## config.mk

```make
export PLATFORM = sky130hd
export DESIGN_NAME = fio_stream
export DESIGN_NICKNAME = d
export VERILOG_FILES = /design/src/rtl/fio_pkg.sv /design/src/rtl/fio_stream_fifo.sv /design/src/rtl/fio_stream.sv
export SDC_FILE = /design/constraint.sdc
export NUM_CORES = 1
export LEC_CHECK = 0
export CORE_MARGIN = 5
export CORE_UTILIZATION = 25
export CTS_CLUSTER_DIAMETER = 200
export DETAILED_ROUTE_END_ITERATION = 16
export PLACE_DENSITY_LB_ADDON = 0.15
export RECOVER_POWER = 100
export SYNTH_ARGS = -nofsm -noshare
export SYNTH_HDL_FRONTEND = slang
export SYNTH_SLANG_ARGS = --single-unit
```

## constraint.sdc

```tcl
create_clock -name mclk -period 3.05 [get_ports mclk]
set_input_delay 0.305 -clock mclk [delete_from_list [all_inputs] [get_ports mclk]]
set_output_delay 0.305 -clock mclk [all_outputs]
set_load 0.01 [all_outputs]
```

## src/rtl/fio_pkg.sv

```systemverilog
// fio_pkg: register offsets, STATUS/CTRL bit indices and the byte type shared by fio_stream and fio_fifo
package fio_pkg;
  typedef logic [7:0] byte_t;
  localparam logic [1:0] OFF_STATUS = 2'd0;
  localparam logic [1:0] OFF_DATA   = 2'd1;
  localparam logic [1:0] OFF_CTRL   = 2'd2;
  localparam logic [1:0] OFF_COUNT  = 2'd3;
  localparam int ST_RX_AVAIL = 0;
  localparam int ST_RX_FULL  = 1;
  localparam int ST_TX_EMPTY = 2;
  localparam int ST_TX_FULL  = 3;
  localparam int ST_RX_OVF   = 4;
  localparam int ST_TX_OVF   = 5;
  localparam int CT_RX_IE    = 0;
  localparam int CT_TX_IE    = 1;
  localparam int CT_RX_FLUSH = 2;
  localparam int CT_TX_FLUSH = 3;
endpackage

```

## src/rtl/fio_stream_fifo.sv

```systemverilog
// fio_fifo: DEPTH-entry byte FIFO (mclk/reset_n; push/pop/flush in; din in; dout head, full, empty, count out); push when full succeeds only alongside a pop, flush wins
module fio_fifo
  import fio_pkg::*;
#(
  parameter int DEPTH = 8,
  localparam int AW = $clog2(DEPTH)
) (
  input  logic          mclk,
  input  logic          reset_n,
  input  logic          push,
  input  logic          pop,
  input  logic          flush,
  input  byte_t         din,
  output byte_t         dout,
  output logic          full,
  output logic          empty,
  output logic [AW:0]   count
);
  byte_t mem_q [DEPTH];
  logic [AW-1:0] wr_q, wr_d, rd_q, rd_d;
  logic [AW:0] cnt_q, cnt_d;
  logic do_push, do_pop;
  assign empty = cnt_q == '0;
  assign full  = cnt_q == (AW+1)'(DEPTH);
  assign count = cnt_q;
  assign dout  = empty ? '0 : mem_q[rd_q];
  always_comb begin
    do_pop  = pop & ~empty;
    do_push = push & (~full | do_pop);
    wr_d    = flush ? '0 : wr_q + AW'(do_push);
    rd_d    = flush ? '0 : rd_q + AW'(do_pop);
    cnt_d   = flush ? '0 : cnt_q + (AW+1)'(do_push) - (AW+1)'(do_pop);
  end
  always_ff @(posedge mclk or negedge reset_n)
    if (!reset_n) begin
      wr_q  <= '0;
      rd_q  <= '0;
      cnt_q <= '0;
    end else begin
      wr_q  <= wr_d;
      rd_q  <= rd_d;
      cnt_q <= cnt_d;
    end
  always_ff @(posedge mclk)
    if (do_push) mem_q[wr_q] <= din;
endmodule

```

## src/rtl/fio_stream.sv

```systemverilog
// fio_stream: peripheral-mapped RX/TX byte FIFO pair (mclk/reset_n; per_* register bus; rx_* inbound and tx_* outbound streams; irq level)
module fio_stream
  import fio_pkg::*;
#(
  parameter logic [14:0] BASE_ADDR = 15'h0180,
  parameter int DEPTH = 8
) (
  input  logic        mclk,
  input  logic        reset_n,
  input  logic [13:0] per_addr,
  input  logic [15:0] per_din,
  input  logic        per_en,
  input  logic [1:0]  per_we,
  output logic [15:0] per_dout,
  input  byte_t       rx_data,
  input  logic        rx_valid,
  output logic        rx_ready,
  output byte_t       tx_data,
  output logic        tx_valid,
  input  logic        tx_ready,
  output logic        irq
);
  localparam int AW = $clog2(DEPTH);
  logic sel, rd, wr;
  logic [1:0] off;
  logic rx_push, rx_pop, rx_flush, rx_full, rx_empty;
  logic tx_push, tx_pop, tx_flush, tx_full, tx_empty;
  logic [AW:0] rx_cnt, tx_cnt;
  byte_t rx_head;
  logic rx_ovf_q, rx_ovf_d, tx_ovf_q, tx_ovf_d, rx_ie_q, rx_ie_d, tx_ie_q, tx_ie_d;
  logic [15:0] status;
  logic unused;
  assign unused = ^per_din[15:8];
  always_comb begin
    sel      = per_en && per_addr[13:2] == BASE_ADDR[14:3];
    off      = per_addr[1:0];
    rd       = sel && per_we == 2'b00;
    wr       = sel && per_we[0];
    rx_push  = rx_valid & ~rx_full;
    rx_pop   = rd && off == OFF_DATA;
    tx_push  = wr && off == OFF_DATA;
    tx_pop   = tx_valid & tx_ready;
    rx_flush = wr && off == OFF_CTRL && per_din[CT_RX_FLUSH];
    tx_flush = wr && off == OFF_CTRL && per_din[CT_TX_FLUSH];
    rx_ovf_d = (rx_valid & rx_full) | (rx_ovf_q & ~(wr && off == OFF_STATUS && per_din[ST_RX_OVF]));
    tx_ovf_d = (tx_push & tx_full & ~tx_pop) | (tx_ovf_q & ~(wr && off == OFF_STATUS && per_din[ST_TX_OVF]));
    rx_ie_d  = wr && off == OFF_CTRL ? per_din[CT_RX_IE] : rx_ie_q;
    tx_ie_d  = wr && off == OFF_CTRL ? per_din[CT_TX_IE] : tx_ie_q;
    status   = {10'd0, tx_ovf_q, rx_ovf_q, tx_full, tx_empty, rx_full, ~rx_empty};
    per_dout = !rd                ? 16'h0000 :
               off == OFF_STATUS ? status :
               off == OFF_DATA   ? {8'h00, rx_head} :
               off == OFF_CTRL   ? {14'd0, tx_ie_q, rx_ie_q} :
                                   {8'(tx_cnt), 8'(rx_cnt)};
  end
  assign rx_ready = ~rx_full;
  assign tx_valid = ~tx_empty;
  assign irq = (rx_ie_q & ~rx_empty) | (tx_ie_q & tx_empty) | rx_ovf_q | tx_ovf_q;
  always_ff @(posedge mclk or negedge reset_n)
    if (!reset_n) begin
      rx_ovf_q <= 1'b0;
      tx_ovf_q <= 1'b0;
      rx_ie_q  <= 1'b0;
      tx_ie_q  <= 1'b0;
    end else begin
      rx_ovf_q <= rx_ovf_d;
      tx_ovf_q <= tx_ovf_d;
      rx_ie_q  <= rx_ie_d;
      tx_ie_q  <= tx_ie_d;
    end
  fio_fifo #(.DEPTH(DEPTH)) u_rx (
    .mclk(mclk), .reset_n(reset_n), .push(rx_push), .pop(rx_pop), .flush(rx_flush),
    .din(rx_data), .dout(rx_head), .full(rx_full), .empty(rx_empty), .count(rx_cnt)
  );
  fio_fifo #(.DEPTH(DEPTH)) u_tx (
    .mclk(mclk), .reset_n(reset_n), .push(tx_push), .pop(tx_pop), .flush(tx_flush),
    .din(per_din[7:0]), .dout(tx_data), .full(tx_full), .empty(tx_empty), .count(tx_cnt)
  );
endmodule
```

# Yosys cells after proc, flatten, opt, wreduce, memory -nomap -nowiden
# Memory sizes are Yosys's and may differ from the RTL's.
# Index checks and enable logic that the tools add are counted.
# word_totals
ff_bits,24
ram_bits,128
elab_cells,83
n_memories,2
# classes
n_addsub,8
n_eq_ne,5
n_mux,16
bitwise,27
reduce_logical,15
# mem_list
memory,depth,word_bits,read_ports,rd_ports_with_merged_regs,wr,line_no,source
u_rx.mem_q,8,8,1,0,1,fio_stream_fifo.sv:19,byte_t mem_q [DEPTH];
u_tx.mem_q,8,8,1,0,1,fio_stream_fifo.sv:19,
# op_table
op,n
$mux 12,4
$mux 8,2
$and 1x1->1,13
$add 3x1->3,4
$eq 12x6->1 const B,1
$mux 3,4
$logic_and 1x1->1,11
$add 4x1->4,2
$eq 4x4->1 const B,2
$logic_not 4->1,2
$mux 4,2
$sub 4x1->4,2
$not 1->1,7
$or 1x1->1,7
$logic_not 2->1,2
$mux 1,4
$eq 2x1->1 const B,1
$eq 2x2->1 const B,1

# Longest topological paths before layout
# depth
word_depth,10
mapped_depth,11

# Hierarchy
# Synthesis repeated with hierarchy kept, for this count alone.
# hier_totals
hier_cells,459
area_unflattened_um2,7015.5
# by_module_without_submodules
mod,instances,cells_per_inst,area_each_um2,seq_area_each_um2
fio_fifo,2,196,3205.6,2172.1
fio_stream,1,67,604.3,100.1

# Worst setup path after synthesis
# No wires, ideal clock.
# synth_timing
path_kind,input to register
startpoint,input per_addr[9]
endpoint,register u_rx.cnt_q[3] (netlist: u_rx.count[3])
t_arrival_ns,2.408
required_time_ns,2.930
path_slack_ns,0.522
stages,9
path_buffers,0
path_cell_list,or4_4 > nor4_4 > nand3_1 > or2_1 > ha_1 > a21o_1 > a21oi_1 > xnor2_1 > nor2_1
# synth_via
elab_chain_len,10
word_cells_on_any_way,13
classes_between,2 x add/sub; 1 x eq/ne; 1 x mux; 3 x bitwise; 6 x reduce/logical
# synth_lines
element,line_no,source
start: declaration,fio_stream.sv:10,"input logic [13:0] per_addr,"
$eq 12x6->1 (*),fio_stream.sv:35,sel = per_en && per_addr[13:2] == BASE_ADDR[14:3];
$logic_and 1x1->1 (*),fio_stream.sv:35,
$logic_and 1x1->1,fio_stream.sv:37,rd = sel && per_we == 2'b00;
$logic_and 1x1->1,fio_stream.sv:40,rx_pop = rd && off == OFF_DATA;
$and 1x1->1,fio_stream_fifo.sv:28,do_pop = pop & ~empty;
$or 1x1->1,fio_stream_fifo.sv:29,do_push = push & (~full | do_pop);
$and 1x1->1,fio_stream_fifo.sv:29,
$add 4x1->4,fio_stream_fifo.sv:32,cnt_d = flush ? '0 : cnt_q + (AW+1)'(do_push) - (AW+1)'(do_pop);
$sub 4x1->4,fio_stream_fifo.sv:32,
$mux 4 (*),fio_stream_fifo.sv:32,
via u_rx.cnt_d[3],fio_stream_fifo.sv:21,"logic [AW:0] cnt_q, cnt_d;"
end signal: assignment,fio_stream_fifo.sv:42,cnt_q <= cnt_d;
end: declaration,fio_stream_fifo.sv:21,
# Mark *: on every way through the listed nets, which the timed path passes. The rest lies on a longest branch.
# A chain may end at the register's enable or synchronous reset.

# Final worst setup path
# layout_timing
startpoint,input per_addr[5]
endpoint,output per_dout[0]
# layout_via
elab_chain_len,4
# layout_lines
element,line_no,source
$eq 12x6->1,fio_stream.sv:35,
$logic_and 1x1->1,fio_stream.sv:35,
$logic_and 1x1->1,fio_stream.sv:37,
$mux 12,fio_stream.sv:50,per_dout = !rd ? 16'h0000 :
end: declaration,fio_stream.sv:14,"output logic [15:0] per_dout,"
# No other way between the ends.

==> out/results.ini <==
[run_status]
status = complete, no violations

[pwr]
cellLeakagePower_nw = 2.94
ir_worst_vdd_v = 0.000326
pwr_density_cell_nw_per_um2 = 748
power.total_mw = 6.24

[sta]
period_share_pct = 95.4
grt_setup_unrepaired = false
worst_slew_pin_slew_ns = 1.48
slew_headroom_pct = 1.14
fmax_mhz = 344
hold_violations = 0
setup-tns-final_ns = 0
finalCriticalPeriod_ns = 2.91
timing.final.ws_setup_ns = 0.141
holdWs_ns = 0.550
setup_violations = 0
clock_skew_ns = 0.0112
slew_viol_final = 0

[yosys]
syn_area_um2 = 6630
synth-compound-area-share_pct = 2.70
yosys.area_share.simple_pct = 9.16
synth_cell_types = 50
synthXorXnorAreaFrac_pct = 1.19
yosys_warnings = 0
syn-mean-instance-area_um2 = 16.6
synth_mux_area_share_pct = 13.5
synth_top_family_by_area = multiplexers
synth-adder-area-share_pct = 4.00
synth_seq_area_share_pct = 67.1
synth_top_area_cell = edfxtp_1
synthCells = 399
ys_seq_elements = 152
synthTopCellsByArea = edfxtp_1, mux4_2, dfrtp_1, ha_1, mux2i_1
yosysTopAreaCellShare_pct = 58.0

[global_routing]
grt_pass1_wl_mm = 24.8
first_global_vias = 4119
antenna_found_initial = 0
grt_use_total_pct = 10.9
grt_max_degree = 25
grt_overflow = 0

[floorplan]
die_w_um = 173
core-area_um2 = 26100
die_area_um2 = 29900
fp-row-count = 59
top_level_ports = 72
start_util_pct = 25.4
die_h_um = 173

[clocking]
htreeDepth = 4
cts_buffer_depth = 2
clk_latency_ns = 0.42
clkSinkCount = 152
hold_buffers = 0
clockRootBuffer = clkbuf_16
cts_buffers = 17
cts_tree = done
cts.clk_slew.worst_paths_ns = 0.06

[detailed_routing]
ant_nets = 0
routedWlPerCell_um = 18.4
drtIter0Drc = 129
drc = 0
drt-total-wl_mm = 15.8
first_pass_iters = 4
num_vias = 3750
via_per_inst = 4.39

[flow_run]
maxCapViolations = 0

[setup_path]
setup.worst_path.end_class = output pin
r2r_end = u_tx.count[2]$_DFF_PN0_
start_kind = input pin
path_class = in2out
cp.required_ns = 2.74
r2r_start = u_tx.count[1]$_DFF_PN0_
worstRegToRegCells = 9
crit_arrival_ns = 2.60
path_max_fanout = 6
r2r_slack_ns = 0.53

[place]
hpwlAfterDp_mm = 11.2
pre_cts_slack_ns = -0.135
placed_cells = 823
gp_congestion = 0.737
numPortBuffers = 59

[hold_path]
min-delay-start = rx_ovf_q$_DFF_PN0_
whs_path_depth = 1
hold_class = reg2reg
hold_end = rx_ovf_q$_DFF_PN0_

[cells_and_area]
drive_gt1_share_pct = 19.0
area_growth_pct = 25.9
layout_commonest_cell = edfxtp_1
nets = 572
diodes = 0
final_cell_count_no_fill = 855
layout_common_cells = edfxtp_1, nor2_1, mux4_2

flip-flops by register name, indices dropped and copies added, names as in the netlist:
register and cells:
tx_ovf_q 1, u_rx.wr_q 3, u_rx.rd_q 3, tx_ie_q 1, rx_ie_q 1, u_tx.wr_q 3
u_rx.mem_q 64, u_tx.rd_q 3, u_tx.count 4, u_tx.mem_q 64, rx_ovf_q 1, u_rx.count 4
worst max-delay path by stage:
stage | start | slack (ns) | endpoint | cells after the start
6_report | per_addr[5] | 0.14 | per_dout[0] | 8
5_1_grt | u_tx.rd_q[0]$_DFF_PN0_ | 0.05 | tx_data[0] | 5
4_1_cts | per_addr[5] | 0.01 | per_dout[3] | 7
3_5_place_dp | per_addr[9] | -0.13 | per_dout[4] | 9
3_3_place_gp | per_addr[9] | -0.13 | per_dout[4] | 9
2_1_floorplan | per_addr[9] | 0.52 | u_rx.count[3]$_DFF_PN0_ | 9
critical path, stage by stage:
cell and delay, ns:
clkdlybuf4s50_1 0.41, or4_4 0.56, nor4_4 0.30, buf_4 0.18, nand2_2 0.11, a211oi_1 0.26
clkbuf_1 0.18, dlygate4sd2_1 0.30
timing repair:
action                     in CTS  in global routing
pin swaps                       2                  0
gates cloned                    0                  0
gates resized for setup        12                  3
buffers inserted                0                  0
setup endpoints to repair       9                  2
final cells by class:
class	instances	area [um2]
repair buffers	104	820
fillers	2582	17700
multi-input cells	217	2020
inverters	15	56.3
flip-flops and latches	152	4450
clock inverters	15	155
clock buffers	17	425
well taps	335	419
synthesized netlist by cell type, drive strengths merged:
master / instances
mux2: 4
edfxtp: 128
a211oi: 2
and4: 1
o21a: 1
a2bb2oi: 2
o22ai: 1
dfrtp: 24
a21o: 2
mux2i: 15
nand4b: 3
buf: 14
a22o: 1
clkbuf: 4
mux4: 31
or2b: 2
a31oi: 3
nand3: 5
nand2b: 5
or4: 2
nor4: 2
nor2b: 1
or4bb: 1
o21ai: 2
o32ai: 1
nand3b: 1
a21oi: 6
or2: 2
a311oi: 1
fa: 2
and3: 2
o2111ai: 1
nand2: 14
nand4: 5
a22oi: 1
nor2: 38
a41oi: 1
ha: 18
conb: 1
or3: 1
inv: 15
and2: 16
nor3: 8
xnor2: 9
logic make-up after synthesis:
| family | count (synthesis) |
|---|---|
| DFF | 152 |
| xor gates and xnor gates | 9 |
| buffers and inverters | 33 |
| and+or+nand+nor | 109 |
| AOI/OAI and AO/OA | 25 |
| adders and majority gates | 20 |
| muxes | 50 |
| other | 1 |
layer usage:
layer / global-route usage [%] / wire length (um) / vias up
li1: - / - / 1754
met1: 13.5 / 6920 / 1914
met2: 18.6 / 8160 / 70
met3: 2.64 / 521 / 12
met4: 3.41 / 168 / 0
met5: 0 / 0 / -
metrics by stage:
step	area (um2)	util (%)
after floorplan	6640	-
after global placement	7900	30.3
after detailed placement	7900	30.3
after CTS	8470	32.5
after global routing	8340	32.0
final	8340	32.0
report_power, final:
group,internal (mW),total (mW),switching [mW]
Clock,1.10,2.05,0.951
Sequential,2.50,2.64,0.145
Combinational,0.771,1.55,0.778
Total,4.37,6.24,1.87
Power figures use the tool's default switching activity.
